[src/rtl/pattern_gen.sv]
// rtl/pattern_gen.sv - serial MSB-first pattern transmitter with repeat count, idle gap and ready backpressure
//
// Ports:
//   clk      - clock, all logic on posedge
//   rst      - synchronous active-high reset
//   start    - run request, sampled only while idle
//   rpt      - number of pattern repetitions, latched on accepted start
//   gap      - idle cycles between repetitions, latched on accepted start
//   ready    - downstream accepts the presented bit when valid && ready
//   out      - serial data bit (registered)
//   valid    - out is meaningful (registered)
//   busy     - high from accepted start until the final bit is accepted
//   done     - one-cycle completion pulse
//   sent_cnt - completed repetitions in the current/last run
module pattern_gen #(
    parameter int               PAT_W   = 4,
    parameter logic [PAT_W-1:0] PATTERN = 4'b1011,
    parameter int               CNT_W   = 8,
    parameter int               GAP_W   = 4
) (
    input  logic             clk,
    input  logic             rst,
    input  logic             start,
    input  logic [CNT_W-1:0] rpt,
    input  logic [GAP_W-1:0] gap,
    input  logic             ready,
    output logic             out,
    output logic             valid,
    output logic             busy,
    output logic             done,
    output logic [CNT_W-1:0] sent_cnt
);

    localparam int IDX_W = (PAT_W > 1) ? $clog2(PAT_W) : 1;
    localparam logic [IDX_W-1:0] IDX_MSB = IDX_W'(PAT_W - 1);

    typedef enum logic [1:0] {
        IDLE  = 2'd0,
        SHIFT = 2'd1,
        GAP   = 2'd2
    } state_t;

    state_t           state_q, state_d;
    logic [IDX_W-1:0] idx_q, idx_d;
    logic [GAP_W-1:0] gap_cnt_q, gap_cnt_d;
    logic [CNT_W-1:0] rpt_q, rpt_d;
    logic [GAP_W-1:0] gap_q, gap_d;
    logic [CNT_W-1:0] sent_q, sent_d;
    logic             out_q, out_d;
    logic             valid_q, valid_d;
    logic             busy_q, busy_d;
    logic             done_q, done_d;

    logic [CNT_W-1:0] sent_inc;
    logic [IDX_W-1:0] idx_dec;

    // State and datapath registers
    always_ff @(posedge clk) begin
        if (rst) begin
            state_q   <= IDLE;
            idx_q     <= '0;
            gap_cnt_q <= '0;
            rpt_q     <= '0;
            gap_q     <= '0;
            sent_q    <= '0;
            out_q     <= 1'b0;
            valid_q   <= 1'b0;
            busy_q    <= 1'b0;
            done_q    <= 1'b0;
        end else begin
            state_q   <= state_d;
            idx_q     <= idx_d;
            gap_cnt_q <= gap_cnt_d;
            rpt_q     <= rpt_d;
            gap_q     <= gap_d;
            sent_q    <= sent_d;
            out_q     <= out_d;
            valid_q   <= valid_d;
            busy_q    <= busy_d;
            done_q    <= done_d;
        end
    end

    // Next-state and next-output computation
    always_comb begin
        state_d   = state_q;
        idx_d     = idx_q;
        gap_cnt_d = gap_cnt_q;
        rpt_d     = rpt_q;
        gap_d     = gap_q;
        sent_d    = sent_q;
        out_d     = out_q;
        valid_d   = valid_q;
        busy_d    = busy_q;
        done_d    = 1'b0;
        sent_inc  = sent_q + CNT_W'(1);
        idx_dec   = idx_q - IDX_W'(1);

        case (state_q)
            IDLE: begin
                out_d   = 1'b0;
                valid_d = 1'b0;
                busy_d  = 1'b0;
                if (start) begin
                    rpt_d  = rpt;
                    gap_d  = gap;
                    sent_d = '0;
                    if (rpt != '0) begin
                        state_d = SHIFT;
                        idx_d   = IDX_MSB;
                        out_d   = PATTERN[PAT_W-1];
                        valid_d = 1'b1;
                        busy_d  = 1'b1;
                    end else begin
                        // Empty run: completes immediately without ever asserting valid.
                        done_d = 1'b1;
                    end
                end
            end

            SHIFT: begin
                if (valid_q && ready) begin
                    if (idx_q != '0) begin
                        idx_d = idx_dec;
                        out_d = PATTERN[idx_dec];
                    end else begin
                        sent_d = sent_inc;
                        idx_d  = IDX_MSB;
                        if (sent_inc == rpt_q) begin
                            state_d = IDLE;
                            out_d   = 1'b0;
                            valid_d = 1'b0;
                            busy_d  = 1'b0;
                            done_d  = 1'b1;
                        end else if (gap_q == '0) begin
                            // Back-to-back repetition: valid stays high.
                            out_d = PATTERN[PAT_W-1];
                        end else begin
                            state_d   = GAP;
                            out_d     = 1'b0;
                            valid_d   = 1'b0;
                            gap_cnt_d = gap_q;
                        end
                    end
                end
            end

            GAP: begin
                // gap_cnt counts the remaining low-valid cycles including this one.
                if (gap_cnt_q <= GAP_W'(1)) begin
                    state_d   = SHIFT;
                    gap_cnt_d = '0;
                    idx_d     = IDX_MSB;
                    out_d     = PATTERN[PAT_W-1];
                    valid_d   = 1'b1;
                end else begin
                    gap_cnt_d = gap_cnt_q - GAP_W'(1);
                end
            end

            default: begin
                state_d = IDLE;
                out_d   = 1'b0;
                valid_d = 1'b0;
                busy_d  = 1'b0;
            end
        endcase
    end

    // Outputs come straight from registers
    always_comb begin
        out      = out_q;
        valid    = valid_q;
        busy     = busy_q;
        done     = done_q;
        sent_cnt = sent_q;
    end

endmodule

[config.mk]
export PLATFORM = sky130hd
export DESIGN_NAME = pattern_gen
export DESIGN_NICKNAME = d
export VERILOG_FILES = /design/src/rtl/pattern_gen.sv
export SDC_FILE = /design/constraint.sdc
export NUM_CORES = 1
export LEC_CHECK = 0
export ABC_AREA = 1
export CORE_AREA = 4 4 67 69
export DETAILED_ROUTE_END_ITERATION = 12
export DIE_AREA = 0 0 71 73
export PLACE_DENSITY = 0.69
export SLEW_MARGIN = 20
export SYNTH_ARGS = -nofsm -noshare
export SYNTH_HDL_FRONTEND = slang
export SYNTH_SLANG_ARGS = --single-unit
export TNS_END_PERCENT = 20
[constraint.sdc]
create_clock -name clk -period 3.15 [get_ports clk]
set_input_delay 0.4725 -clock clk [delete_from_list [all_inputs] [get_ports clk]]
set_output_delay 0.4725 -clock clk [all_outputs]
set_load 0.02 [all_outputs]
# After elaboration in Yosys (flattened, before gate mapping)
# Index checks and enable logic that the tools add are counted.
word_totals:
  inputBits: 16
  ff_bits: 32
  word_cells: 93
classes:
  n_eq_ne: 12
  add_sub_neg: 3
  n_reduce_logical: 16
  bitwise_logic: 1
  muxes: 49
  magnitude_cmp: 2
op_table:
  columns: ["operator", "count"]
  rows:
  - ["2-bit 2-to-1 mux", 12]
  - ["8-bit 2-to-1 mux", 3]
  - ["1-bit 2-to-1 mux", 20]
  - ["4-bit 2-to-1 mux", 5]
  - ["2-bit inequality test (second input constant)", 8]
  - ["8-bit case mux with 2 select lines", 1]
  - ["2-bit case mux with 3 select lines", 2]
  - ["4-bit AND reduction", 3]
  - ["5-bit AND reduction", 2]
  - ["1-bit case mux with 3 select lines", 3]
  - ["8-bit by 1-bit adder with 8-bit output (second input constant)", 1]
  - ["8-bit == test", 1]
  - ["4-bit case mux with 2 select lines", 1]
  - ["8-bit nonzero test", 1]
  - ["6-bit AND reduction", 1]
  - ["2-bit nonzero test", 3]
  - ["4-bit by 1-bit <= comparator with 1-bit output (second input constant)", 1]
  - ["4-bit zero test", 1]
  - ["2-bit AND reduction", 2]
  - ["4-bit by 1-bit subtractor with 4-bit output (second input constant)", 1]
  - ["2-bit by 3-bit less-than comparator with 1-bit output (second input constant)", 1]
  - ["3-bit inequality test (second input constant)", 1]
  - ["3-bit nonzero test", 1]
  - ["1-bit binary-select mux with 2-bit select", 1]
  - ["other kinds (7)", 7]

# Depth between registers and ports, before layout
depth:
  word_depth: 6
  ltp_mapped: 16

# Least setup slack after synthesis
# No wires, ideal clock.
synth_path:
  kind: "reg-to-reg"
  start: "reg sent_q[1], in the netlist sent_cnt[1]"
  end: "reg gap_cnt_q[0]"
  arrival_ns: 1.815
  required_ns: 3.029
  synth_period_minus_slack_ns: 1.936
  n_path_buf: 0
  path_stages_with_launch: 12
  path_slack_ns: 1.214
  path_cell_list: "dfxtp_1 ha_1 nand2_2 nor2_2 nand3_1 nand3_1 nand2_1 nor2_2 nand3_2 o21a_2 o21ai_1 a21oi_1"
synth_between:
  elab_chain_len: 4
synth_rtl:
  columns: ["element", "line", "text"]
  rows:
  - ["start: declaration", "48", "logic [CNT_W-1:0] sent_q, sent_d;"]
  - ["start signal: assignment", "76", "sent_q <= sent_d;"]
  - ["8-bit by 1-bit adder with 8-bit output", "96", "sent_inc = sent_q + CNT_W'(1);"]
  - ["8-bit == test", "129", "if (sent_inc == rpt_q) begin"]
  - ["2-bit inequality test (no source line)", null, null]
  - ["5-bit AND reduction (no source line)", null, null]
  - ["end signal: assignment", "73", "gap_cnt_q <= gap_cnt_d;"]
  - ["end: declaration", "45", "logic [GAP_W-1:0] gap_cnt_q, gap_cnt_d;"]
# No other way between the ends.
# A chain may end at the register's enable or synchronous reset.

# Worst setup path in the final report
layout_path:
  start: "reg sent_q[1], in the netlist sent_cnt[1]"
  end: "reg gap_cnt_q[2]"
# Same word-level chain as after synthesis.

==> metrics <==
Setup-failing EPs final 0; CP Capture Type flop; worst r2r src sent_cnt[1]$_SDFFE_PP0P_; r2r endpoint gap_cnt_q[2]$_SDFFE_PP0P_; WL final 4193 µm; fraction of layout cells with a size suffix above 1 8.475%; Antenna Nets Post-Route 0; Netlist Area Pre-Place 0.001762 mm²; Required @ worst endpoint 3.32 ns; Post-Route Skew 0.006081 ns; clk_lat worst skew 0.29 ns; clock root buffer master clkbuf_8; min cycle time layout 2.128 ns; CTS clock-pin slew for the worst setup and hold paths 0.07 ns; die width 71 µm; Pre-antenna DRT Iters 5; arrival time at the worst endpoint 2.30 ns; clock share of power 24.6%; Overall Power 1.394 mW; DR top layer met4; Met3 Wirelength 250 µm; fillcell total 408; PwrDens 637.2 mW/mm²; Worst Setup Path Type reg -> reg; Num CTS Buffers 5; Starting Density 45.01%; initial antenna violation count 0; Internal 0.8778 mW; Net Switching 0.5158 mW; PostCTS Resize Cnt 0; vias per inst 5.046; Worst Tran Pin Value 0.5187 ns; I/O Buffers 27; global-route usage over all layers 17.72%; most frequent cells in the layout nand2_1, inv_1, dfxtp_1; post-DP HPWL 3168 µm; FF+latch count, synth 32; CP max FO 8; row count 23; Die Footprint 0.005183 mm²; H-Tree Depth 2; Final WS setup 1.022 ns; fin crit share 67.54%; Ports 28; unrepaired setup endpoints after global routing false; Seq pwr share 38.8%; routed len/inst 12.15 µm; first-pass GRT wire length 7238 µm; filler-free cell count of the finished design 345; Core Footprint 0.003914 mm²; Longest Clk Path Bufs 2; Die Y-Extent 73 µm; Layout area overhead 24.15%; # nets final 316; Post-CTS Setup Repair Bufs 0; CTS Sinks 32; critical path's slowest cell dfxtp_1; sequential fraction of the synthesis area 36.36%; Ant. Diodes 0; TNS Setup 0 ns; max_cap viols 0; DR iter-0 viols 136; Final Max Slew Viols 0; relative slew slack 65.29%; Final Hold Viols 0; Hold Slack 0.4662 ns; switching share of total power 37.01%; HP Start out$_SDFFE_PP0P_; FF-to-FF path depth 11; Peak VDD IR 0.0003600 V; Worst Hold Class reg -> reg; vias in the first global route 1688; Congestion Overflow GR 0; Fmax 0.4700 GHz; Hold Buf Count CTS 0; final core occ 55.88%; commonest non-fill, non-tap cell in the layout nand2_1; Cells after Synth 264; WHS Endpoint out$_SDFFE_PP0P_; DR vias 1741; synthesis warning total 0; RePlAce Congestion 0.8884; Avg Cell Area, Syn 6.673 µm²; dpl cell area 0.002091 mm²; run status completed; P_leak 0.9073 nW; Yosys cell types 26; met2 WL 2017 µm; hold path cells 2; largest net degree at the start of global routing 21; Worst setup SP type flop; pre-CTS worst setup slack 0.8929 ns; CP peak stage delay 0.43 ns; internal reg-to-reg setup slack 1.02 ns; Routed met1 length 1851 µm; final routed DRC violation total 0; CP cell instances ha_1 > nand2_2 > nor2_2 > nand3_1 > nand3_1 > nand2_1 > nor2_2 > nand3_2 > o21a_2 > o21ai_1 > a21oi_1; CTS tree built; DP Cell Count 338; Gate power share 36.6%; Syn Nets 285; final instance area 0.002187 mm²
worst max-delay path by stage:
stage,cells after the start,endpoint,startpoint,slack (ns)
after global placement,8,gap_cnt_q[1]$_SDFFE_PP0P_,ready,0.89
final,11,gap_cnt_q[2]$_SDFFE_PP0P_,sent_cnt[1]$_SDFFE_PP0P_,1.02
after CTS,11,gap_cnt_q[0]$_SDFFE_PP0P_,sent_cnt[1]$_SDFFE_PP0P_,1.02
after detailed placement,8,gap_cnt_q[0]$_SDFFE_PP0P_,ready,0.89
after global routing,11,gap_cnt_q[2]$_SDFFE_PP0P_,sent_cnt[1]$_SDFFE_PP0P_,0.79
after floorplan,11,gap_cnt_q[0]$_SDFFE_PP0P_,sent_cnt[1]$_SDFFE_PP0P_,1.21
cells by family after synthesis:
| kind of cell | share of synthesized area [%] |
|---|---|
| AO/OA/AOI/OAI | 17.76 |
| XOR/XNOR | 1.989 |
| adder cells (fa/ha/maj) | 3.551 |
| buffers and inverters | 9.162 |
| flip-flops | 36.36 |
| AND/OR/NAND/NOR | 31.18 |
cell usage after synthesis:
cell | count | area, µm²
nand3_2 | 3 | 30.03
xnor2_1 | 1 | 8.760
a211oi_2 | 1 | 12.51
dfxtp_1 | 32 | 640.6
nor2_4 | 2 | 22.52
a21oi_2 | 1 | 8.760
nor4_1 | 1 | 6.260
nand3_1 | 23 | 115.1
inv_2 | 2 | 7.510
ha_1 | 5 | 62.56
o21ai_0 | 18 | 90.09
nor2_2 | 4 | 25.02
and2_1 | 1 | 6.260
o21a_2 | 1 | 8.760
a22oi_1 | 2 | 15.01
nand4_1 | 3 | 18.77
nand2_1 | 51 | 191.4
nor2_1 | 31 | 116.4
inv_1 | 36 | 135.1
clkbuf_1 | 5 | 18.77
xor2_1 | 3 | 26.28
nor3_1 | 1 | 5.000
nand2_2 | 2 | 12.51
o21ai_1 | 8 | 40.04
a21oi_1 | 25 | 125.1
a31oi_1 | 2 | 12.51
metal layers:
metal	GRT usage (%)	vias up
met4	8.142	0
met2	30.90	43
li1	-	924
met1	20.17	768
met3	4.821	6
met5	0	-
sequential cells by signal (all words and copies together), names as in the netlist, 2 cells and up:
signal	cells
rpt_q	8
sent_cnt	8
gap_cnt_q	4
gap_q	4
idx_q	2
state_q	2
area by class of cell:
type	count	area [µm²]	share of cell area, %
multi-input cells	189	959.7	43.88
well taps	50	62.56	2.860
repair buffers	29	285.3	13.04
clock buffers	7	96.34	4.405
flip-flops and latches	32	640.6	29.29
inverters	38	142.6	6.522
worst max-delay path, delay by kind of cell (launching register included):
kind | cells | cell delay [ns]
simple gates | 7 | 0.79
compound gates | 3 | 0.47
flops | 1 | 0.43
fa+ha+maj | 1 | 0.32
power groups by stage:
stage | Combinational, mW | Sequential, mW | Clock (mW)
after floorplan | 0.365 | 0.555 | 0
after global placement | 0.505 | 0.548 | 0
after detailed placement | 0.509 | 0.550 | 0
after CTS | 0.515 | 0.541 | 0.353
after global routing | 0.584 | 0.552 | 0.367
final | 0.511 | 0.541 | 0.342
(Power assumes the default switching activity.)
